<file path="src/rtl/multi_id_generator_core.sv">
// multi_id_generator_core
//   Walks a PE_ARRAY_H x PE_ARRAY_W processing-element array in row-major
//   order. Each scan cycle it registers the multicast X/Y tags of one PE.
//   These are the filter, ifmap, input-psum and output-psum tags, produced
//   by either the convolution mapping or the fully-connected mapping.
//
//   State table
//   state | meaning
//   IDLE  | after reset; outputs hold, no counting
//   SCAN  | one PE per cycle: register its IDs, then advance col/row
//   DONE  | full array visited; last IDs and both flags held until start
//
// Ports
//   clk, rst_n             rising-edge clock, synchronous active-low reset
//   start                  one-cycle pulse that (re)starts a scan
//   PE_ARRAY_H/W           array rows / columns
//   KERNEL_H, e            PE-set height (filter rows) and width (ofmap rows)
//   t_H, t_W               PE sets stacked vertically / horizontally
//   p, q, r, t             reserved, ignored in this revision
//   LINEAR                 1 = fully-connected mapping
//   *_XID / *_YID          registered tags of the current PE
//   x_done                 whole array scanned
//   y_done                 scan has reached the last row
module multi_id_generator_core (
   input  logic       clk,
   input  logic       rst_n,
   input  logic       start,
   input  logic [2:0] PE_ARRAY_H,
   input  logic [3:0] PE_ARRAY_W,
   input  logic [1:0] KERNEL_H,
   input  logic [2:0] p,
   input  logic [2:0] q,
   input  logic [2:0] r,
   input  logic [2:0] t,
   input  logic [2:0] t_H,
   input  logic [2:0] t_W,
   input  logic [2:0] e,
   input  logic       LINEAR,
   output logic [4:0] filter_XID,
   output logic [2:0] filter_YID,
   output logic [4:0] ifmap_XID,
   output logic [2:0] ifmap_YID,
   output logic [4:0] ipsum_XID,
   output logic [2:0] ipsum_YID,
   output logic [4:0] opsum_XID,
   output logic [2:0] opsum_YID,
   output logic       x_done,
   output logic       y_done
);

   typedef enum logic [1:0] {
      IDLE = 2'd0,
      SCAN = 2'd1,
      DONE = 2'd2
   } state_t;

   state_t     state_q, state_d;
   logic [2:0] row_cnt_XID_q, row_cnt_XID_d;
   logic [3:0] col_cnt_XID_q, col_cnt_XID_d;
   logic [4:0] filter_x_q, filter_x_d;
   logic [2:0] filter_y_q, filter_y_d;
   logic [4:0] ifmap_x_q, ifmap_x_d;
   logic [2:0] ifmap_y_q, ifmap_y_d;
   logic [4:0] ipsum_x_q, ipsum_x_d;
   logic [2:0] ipsum_y_q, ipsum_y_d;
   logic [4:0] opsum_x_q, opsum_x_d;
   logic [2:0] opsum_y_q, opsum_y_d;
   logic       x_done_q, x_done_d;
   logic       y_done_q, y_done_d;

   // Reserved mapping parameters are collected here so they are visibly unused.
   logic       cfg_unused;
   assign cfg_unused = ^{p, q, r, t};

   // ID arithmetic for the PE currently addressed by the counters, 8-bit wide.
   logic [7:0] i8, j8, kh8, e8, kh_div, e_div;
   logic [7:0] sv, ri, sh, cj, span, ifx;
   logic       pe_active;
   logic [4:0] pe_filter_x, pe_ifmap_x, pe_ipsum_x, pe_opsum_x;
   logic [2:0] pe_filter_y, pe_ifmap_y, pe_ipsum_y, pe_opsum_y;
   logic [2:0] ifx_unused_bits;

   always_comb begin
      i8   = {5'd0, row_cnt_XID_q};
      j8   = {4'd0, col_cnt_XID_q};
      kh8  = {6'd0, KERNEL_H};
      e8   = {5'd0, e};
      // A zero divisor only occurs when the PE is forced inactive anyway;
      // substituting 1 keeps the dividers well defined.
      kh_div = (KERNEL_H == 2'd0) ? 8'd1 : kh8;
      e_div  = (e == 3'd0)        ? 8'd1 : e8;
      sv   = i8 / kh_div;
      ri   = i8 % kh_div;
      sh   = j8 / e_div;
      cj   = j8 % e_div;
      span = kh8 + e8 - 8'd1;
      ifx  = ri + cj + sh * span;
      ifx_unused_bits = ifx[7:5];

      pe_active = (sv < {5'd0, t_H}) && (sh < {5'd0, t_W}) &&
                  (KERNEL_H != 2'd0) && (e != 3'd0);

      pe_filter_x = 5'h1F;
      pe_filter_y = 3'h7;
      pe_ifmap_x  = 5'h1F;
      pe_ifmap_y  = 3'h7;
      pe_ipsum_x  = 5'h1F;
      pe_ipsum_y  = 3'h7;
      pe_opsum_x  = 5'h1F;
      pe_opsum_y  = 3'h7;

      if (LINEAR) begin
         pe_filter_x = {1'b0, col_cnt_XID_q};
         pe_filter_y = row_cnt_XID_q;
         pe_ifmap_x  = 5'd0;
         pe_ifmap_y  = row_cnt_XID_q;
         pe_ipsum_x  = {1'b0, col_cnt_XID_q};
         pe_ipsum_y  = row_cnt_XID_q;
         pe_opsum_x  = {1'b0, col_cnt_XID_q};
         pe_opsum_y  = row_cnt_XID_q;
      end else if (pe_active) begin
         pe_filter_x = sh[4:0];
         pe_filter_y = row_cnt_XID_q;
         pe_ifmap_x  = ifx[4:0];
         pe_ifmap_y  = sv[2:0];
         pe_ipsum_x  = {1'b0, col_cnt_XID_q};
         pe_ipsum_y  = sv[2:0];
         pe_opsum_x  = {1'b0, col_cnt_XID_q};
         pe_opsum_y  = sv[2:0];
      end
   end

   logic last_col, last_row;
   assign last_col = (col_cnt_XID_q == PE_ARRAY_W - 4'd1);
   assign last_row = (row_cnt_XID_q == PE_ARRAY_H - 3'd1);

   always_comb begin
      state_d       = state_q;
      row_cnt_XID_d = row_cnt_XID_q;
      col_cnt_XID_d = col_cnt_XID_q;
      filter_x_d    = filter_x_q;
      filter_y_d    = filter_y_q;
      ifmap_x_d     = ifmap_x_q;
      ifmap_y_d     = ifmap_y_q;
      ipsum_x_d     = ipsum_x_q;
      ipsum_y_d     = ipsum_y_q;
      opsum_x_d     = opsum_x_q;
      opsum_y_d     = opsum_y_q;
      x_done_d      = x_done_q;
      y_done_d      = y_done_q;

      if (start) begin
         row_cnt_XID_d = 3'd0;
         col_cnt_XID_d = 4'd0;
         if (PE_ARRAY_H == 3'd0 || PE_ARRAY_W == 4'd0) begin
            // Empty array: nothing to scan, report completion immediately.
            state_d  = DONE;
            x_done_d = 1'b1;
            y_done_d = 1'b1;
         end else begin
            state_d  = SCAN;
            x_done_d = 1'b0;
            y_done_d = 1'b0;
         end
      end else begin
         case (state_q)
            SCAN: begin
               filter_x_d = pe_filter_x;
               filter_y_d = pe_filter_y;
               ifmap_x_d  = pe_ifmap_x;
               ifmap_y_d  = pe_ifmap_y;
               ipsum_x_d  = pe_ipsum_x;
               ipsum_y_d  = pe_ipsum_y;
               opsum_x_d  = pe_opsum_x;
               opsum_y_d  = pe_opsum_y;
               if (last_row && col_cnt_XID_q == 4'd0) y_done_d = 1'b1;
               if (last_col) begin
                  col_cnt_XID_d = 4'd0;
                  if (last_row) begin
                     x_done_d = 1'b1;
                     state_d  = DONE;
                  end else begin
                     row_cnt_XID_d = row_cnt_XID_q + 3'd1;
                  end
               end else begin
                  col_cnt_XID_d = col_cnt_XID_q + 4'd1;
               end
            end
            default: ;
         endcase
      end
   end

   always_ff @(posedge clk) begin
      if (!rst_n) begin
         state_q       <= IDLE;
         row_cnt_XID_q <= 3'd0;
         col_cnt_XID_q <= 4'd0;
         filter_x_q    <= 5'd0;
         filter_y_q    <= 3'd0;
         ifmap_x_q     <= 5'd0;
         ifmap_y_q     <= 3'd0;
         ipsum_x_q     <= 5'd0;
         ipsum_y_q     <= 3'd0;
         opsum_x_q     <= 5'd0;
         opsum_y_q     <= 3'd0;
         x_done_q      <= 1'b0;
         y_done_q      <= 1'b0;
      end else begin
         state_q       <= state_d;
         row_cnt_XID_q <= row_cnt_XID_d;
         col_cnt_XID_q <= col_cnt_XID_d;
         filter_x_q    <= filter_x_d;
         filter_y_q    <= filter_y_d;
         ifmap_x_q     <= ifmap_x_d;
         ifmap_y_q     <= ifmap_y_d;
         ipsum_x_q     <= ipsum_x_d;
         ipsum_y_q     <= ipsum_y_d;
         opsum_x_q     <= opsum_x_d;
         opsum_y_q     <= opsum_y_d;
         x_done_q      <= x_done_d;
         y_done_q      <= y_done_d;
      end
   end

   assign filter_XID = filter_x_q;
   assign filter_YID = filter_y_q;
   assign ifmap_XID  = ifmap_x_q;
   assign ifmap_YID  = ifmap_y_q;
   assign ipsum_XID  = ipsum_x_q;
   assign ipsum_YID  = ipsum_y_q;
   assign opsum_XID  = opsum_x_q;
   assign opsum_YID  = opsum_y_q;
   assign x_done     = x_done_q;
   assign y_done     = y_done_q;

endmodule

</file>
<file path="config.mk">
export PLATFORM = sky130hd
export DESIGN_NAME = multi_id_generator_core
export DESIGN_NICKNAME = d
export VERILOG_FILES = /design/src/rtl/multi_id_generator_core.sv
export SDC_FILE = /design/constraint.sdc
export NUM_CORES = 1
export LEC_CHECK = 0
export BUFFER_PORTS_ARGS = -buffer_cell sky130_fd_sc_hd__buf_4
export CELL_PAD_IN_SITES_DETAIL_PLACEMENT = 1
export CELL_PAD_IN_SITES_GLOBAL_PLACEMENT = 2
export CORE_ASPECT_RATIO = 1.2
export CORE_UTILIZATION = 32
export CTS_CLUSTER_DIAMETER = 60
export CTS_CLUSTER_SIZE = 12
export DETAILED_ROUTE_END_ITERATION = 10
export PLACE_DENSITY = 0.86
export REMOVE_ABC_BUFFERS = 1
export SETUP_SLACK_MARGIN = 0.05
export SYNTH_ARGS = -nofsm -noshare
export SYNTH_HDL_FRONTEND = slang
export SYNTH_SLANG_ARGS = --single-unit
</file>
<file path="constraint.sdc">
create_clock -name clk -period 15.9 [get_ports clk]
set_clock_uncertainty 0.05 [all_clocks]
set_input_delay 3.18 -clock clk [delete_from_list [all_inputs] [get_ports clk]]
set_output_delay 3.18 -clock clk [all_outputs]
set_load 0.02 [all_outputs]
</file>
==> results by group <==
STA
  • Slew Limit Fails: 0
  • Fmax achieved: 0.0661 GHz
  • Fin crit period: 15.13 ns
  • Total negative slack: 0 ns
  • RSZ-0062 raised after global routing: false
  • Setup Viol. Count Final: 0
  • Worst Tran Pin Value: 1.18 ns
  • Max-Slew Margin vs Limit: 0.215
  • Final period utilization: 0.951
  • Final hold violations: 0

Synth
  • Syn. warnings: 0
  • Flops & latches, synth: 31
  • Distinct cells, synth: 103
  • Sequential fraction of the synthesis area: 0.121
  • Ys flop type: dfxtp_1
  • Post-synth EDFFs: 0
  • Synth Cell Area: 5150 µm²
  • Ys async rst share: 0
  • Synth Instances: 650
  • Synth area leader: ha_1
  • Top cells by area in the synthesized netlist: ha_1 15%, dfxtp_1 12%, xnor2_1 4.9%, nor2_1 4.0%, a21oi_1 3.9%
  • Top-area cell type share of the netlist area: 0.153
  • Mapped Avg Cell Area: 7.92 µm²

Layout
  • Area delta synth->final: 17.9%
  • Multi-input gate area: 4160 µm²
  • ANT cells: 0
  • Share of layout cells above drive strength 1: 0.227
  • Filler cell count: 1,940
  • Fin area: 6070 µm²
  • Reg area: 621 µm²
  • Nets@finish: 829

Floorplanning
  • Die area: 16,600 µm²
  • Core Area: 15,600 µm²
  • Initial cell density of the core: 0.329
  • Io pins: 68
  • Vert. Die Dim: 141 µm
  • Die W: 118 µm
  • Row cnt: 50

Placed design
  • RD Place Congestion: 0.886
  • HPWL Detailed: 12,700 µm
  • I/O Buffers: 55
  • Cell Area, Placed: 5870 µm²

Routing
  • Final WL: 15,200 µm
  • Via density per instance: 5.30
  • Initial DRC Count: 125
  • Residual DRC: 0
  • Average wire per standard cell: 16.4 µm
  • Total vias in the final route: 4,935
  • Post-route ant nets: 0
  • DR pass1 iterations: 6

Status
  • Status: finished clean

Setup path
  • Most used cell, CP: xnor2_1
  • R2R cell count: 52
  • Crit. End Element: flop
  • Crit path launch type: primary input
  • CP Max Fanout: 6
  • Worst EP required: 16.01 ns
  • Crit path to: ifmap_XID[4]
  • RR Endpoint: ifmap_XID[4]
  • Crit path kind: primary input to flop
  • Crit-path max cell delay: 0.54 ns
  • Crit-path slowest cell: fa_1
  • Origin of the critical flop-to-flop path: col_cnt_XID_q[3]
  • Crit path DAT: 15.23 ns
  • CP startpoint: KERNEL_H[0]
  • Reg-to-reg slack, setup: 4.64 ns

Power
  • Cell Int Power: 0.774 mW
  • Leak pwr: 2.67 nW
  • Switching Fraction: 0.470
  • Comb power frac: 0.875
  • Peak VDD IR: 0.155 mV
  • Power Dens Cells: 241 nW/µm²
  • Flop pwr share: 0.057
  • Clock share of power: 0.069
  • Net Sw Power: 0.685 mW

Clock tree
  • CTS sink cnt: 31
  • TritonCTS buffer count: 5
  • CTS Hold Bufs: 0
  • H-tree depth: 2
  • TritonCTS clock tree: yes
  • Later-pin clock latency in the skew report: 0.27 ns
  • Reg clk slew, reported paths: 0.05 ns
  • Clock Path Buffers: 2
  • Root Driver: clkbuf_16

Global route
  • GRT busiest layer: met2
  • First-pass GRT wire length: 25,300 µm
  • Initial antenna violation count: 0
  • Met2 Use GR: 0.360
  • M3 GR Usage: 0.0138
  • All-Layer GR Usage: 0.183
  • GR Overflow Total: 0
  • Vias in the first global route: 5,274
  • GR Util met1: 0.212
  • Largest net degree at the start of global routing: 32

Hold path
  • Hold Path Class: flop to flop

Job
  • # Max-Cap Violations: 0
## registers in the layout, summed over array words and instances, names as in the netlist
name and cells:
filter_XID 5, ifmap_XID 5, opsum_XID 5, col_cnt_XID_q 4
filter_YID 3, opsum_YID 3, row_cnt_XID_q 3, state_q 2
y_done 1
## through the flow
stage / power (mW) / cells / hold WS [ns] / utilization / worst slack (ns)
after global placement: 1.31 / 922 / 0.408 / 0.375 / 0.572
after floorplan: 1.06 / 626 / 0.461 / - / 0.656
final: 1.46 / 931 / 0.423 / 0.388 / 0.775
after CTS: 1.46 / 930 / 0.422 / 0.385 / 0.565
after global routing: 1.62 / 931 / 0.450 / 0.388 / 0.00827
after detailed placement: 1.35 / 922 / 0.414 / 0.375 / 0.337
## worst max-delay path, delay by kind of cell
family | cells | cell delay (ns)
XOR/XNOR | 11 | 1.95
AND/OR/NAND/NOR | 19 | 3.56
adder cells (fa/ha/maj) | 11 | 3.97
buffers and inverters | 7 | 0.50
AO/OA/AOI/OAI | 13 | 2.04
## synthesized netlist by cell type (7+ instances only)
cell      instances
xnor2_1          29
a21oi_1          40
clkbuf_1          7
fa_1             10
o21a_1           12
and2_1            7
or3_1             7
nor2_1           55
o21ai_1           9
ha_1             63
nor3_1           23
a31oi_2           7
dfxtp_1          31
mux2i_1          13
buf_4            15
nand2b_1         12
nand3_1          14
nand2_1          53
or2_2            10
xor2_1            8
inv_1            51
o21ai_0          20
## area by class of cell
| cell class | count | area share |
|---|---|---|
| Inverter | 53 | 0.0328 |
| Sequential cell | 31 | 0.102 |
| Tap cell | 208 | 0.0429 |
| Timing Repair Buffer | 89 | 0.110 |
| Clock buffer | 8 | 0.0258 |
| Multi-Input combinational cell | 542 | 0.686 |
## per-layer routing
| metal | up-vias | part of all wire |
|---|---|---|
| li1 | 2496 | - |
| met4 | 0 | 0.0098 |
| met1 | 2383 | 0.44 |
| met3 | 12 | 0.013 |
| met5 | - | 0 |
| met2 | 44 | 0.54 |
## repair_timing
action	CTS	global route
resized for setup	0	9
setup endpoints to repair	0	1
setup buffers	0	1
## power by group through the flow
stage | Sequential, mW | Clock [mW] | Combinational, mW
2_1_floorplan | 0.0889 | 0 | 0.974
3_3_place_gp | 0.0845 | 0 | 1.23
3_5_place_dp | 0.0847 | 0 | 1.26
4_1_cts | 0.0831 | 0.101 | 1.27
5_1_grt | 0.0834 | 0.104 | 1.43
6_report | 0.0831 | 0.100 | 1.28
## cells by family after synthesis
group           after synthesis  share of synthesized area
compound gates              180                      0.271
xor+xnor                     39                     0.0705
fa+ha+maj                    73                      0.192
buf+inv                      84                     0.0826
flops                        31                      0.121
mux                          18                     0.0369
other cells                   2                    0.00146
simple gates                223                      0.225
## placed cells by master, fill, tap and decap left out, types with 4 or more instances in the layout
cell type  instances
fa_1              10
nor2_1            55
a211oi_1           6
or2_2             10
mux2i_1           13
nor3b_1            5
nand2b_1          12
o21ai_1           10
buf_4             89
or3_1              7
a21oi_2            8
xor2_1             8
o21ba_2            4
or4_1              4
conb_1             9
a31oi_2            7
nor4_1             4
ha_1              63
dfxtp_1           31
o211ai_1           6
nor3_1            22
nand2_1           53
o21ai_0           19
clkbuf_16          5
xnor2_1           28
inv_1             51
o2111ai_1          5
a21o_1             4
and2_1             7
nand3_1           14
mux2_2             4
a21oi_1           36
o21a_1            12
a31oi_1            6
a211o_1            4
## how the worst min path moves through the flow
stage                                start             to  depth (start not counted)
after floorplan           row_cnt_XID_q[2]  filter_YID[2]                          2
after global placement        ifmap_XID[4]   ifmap_XID[4]                          2
after detailed placement      ifmap_XID[1]   ifmap_XID[1]                          2
after CTS                     ifmap_XID[1]   ifmap_XID[1]                          2
after global routing         filter_XID[4]  filter_XID[4]                          2
final                         ifmap_XID[1]   ifmap_XID[1]                          2
(Power assumes the default switching activity.)
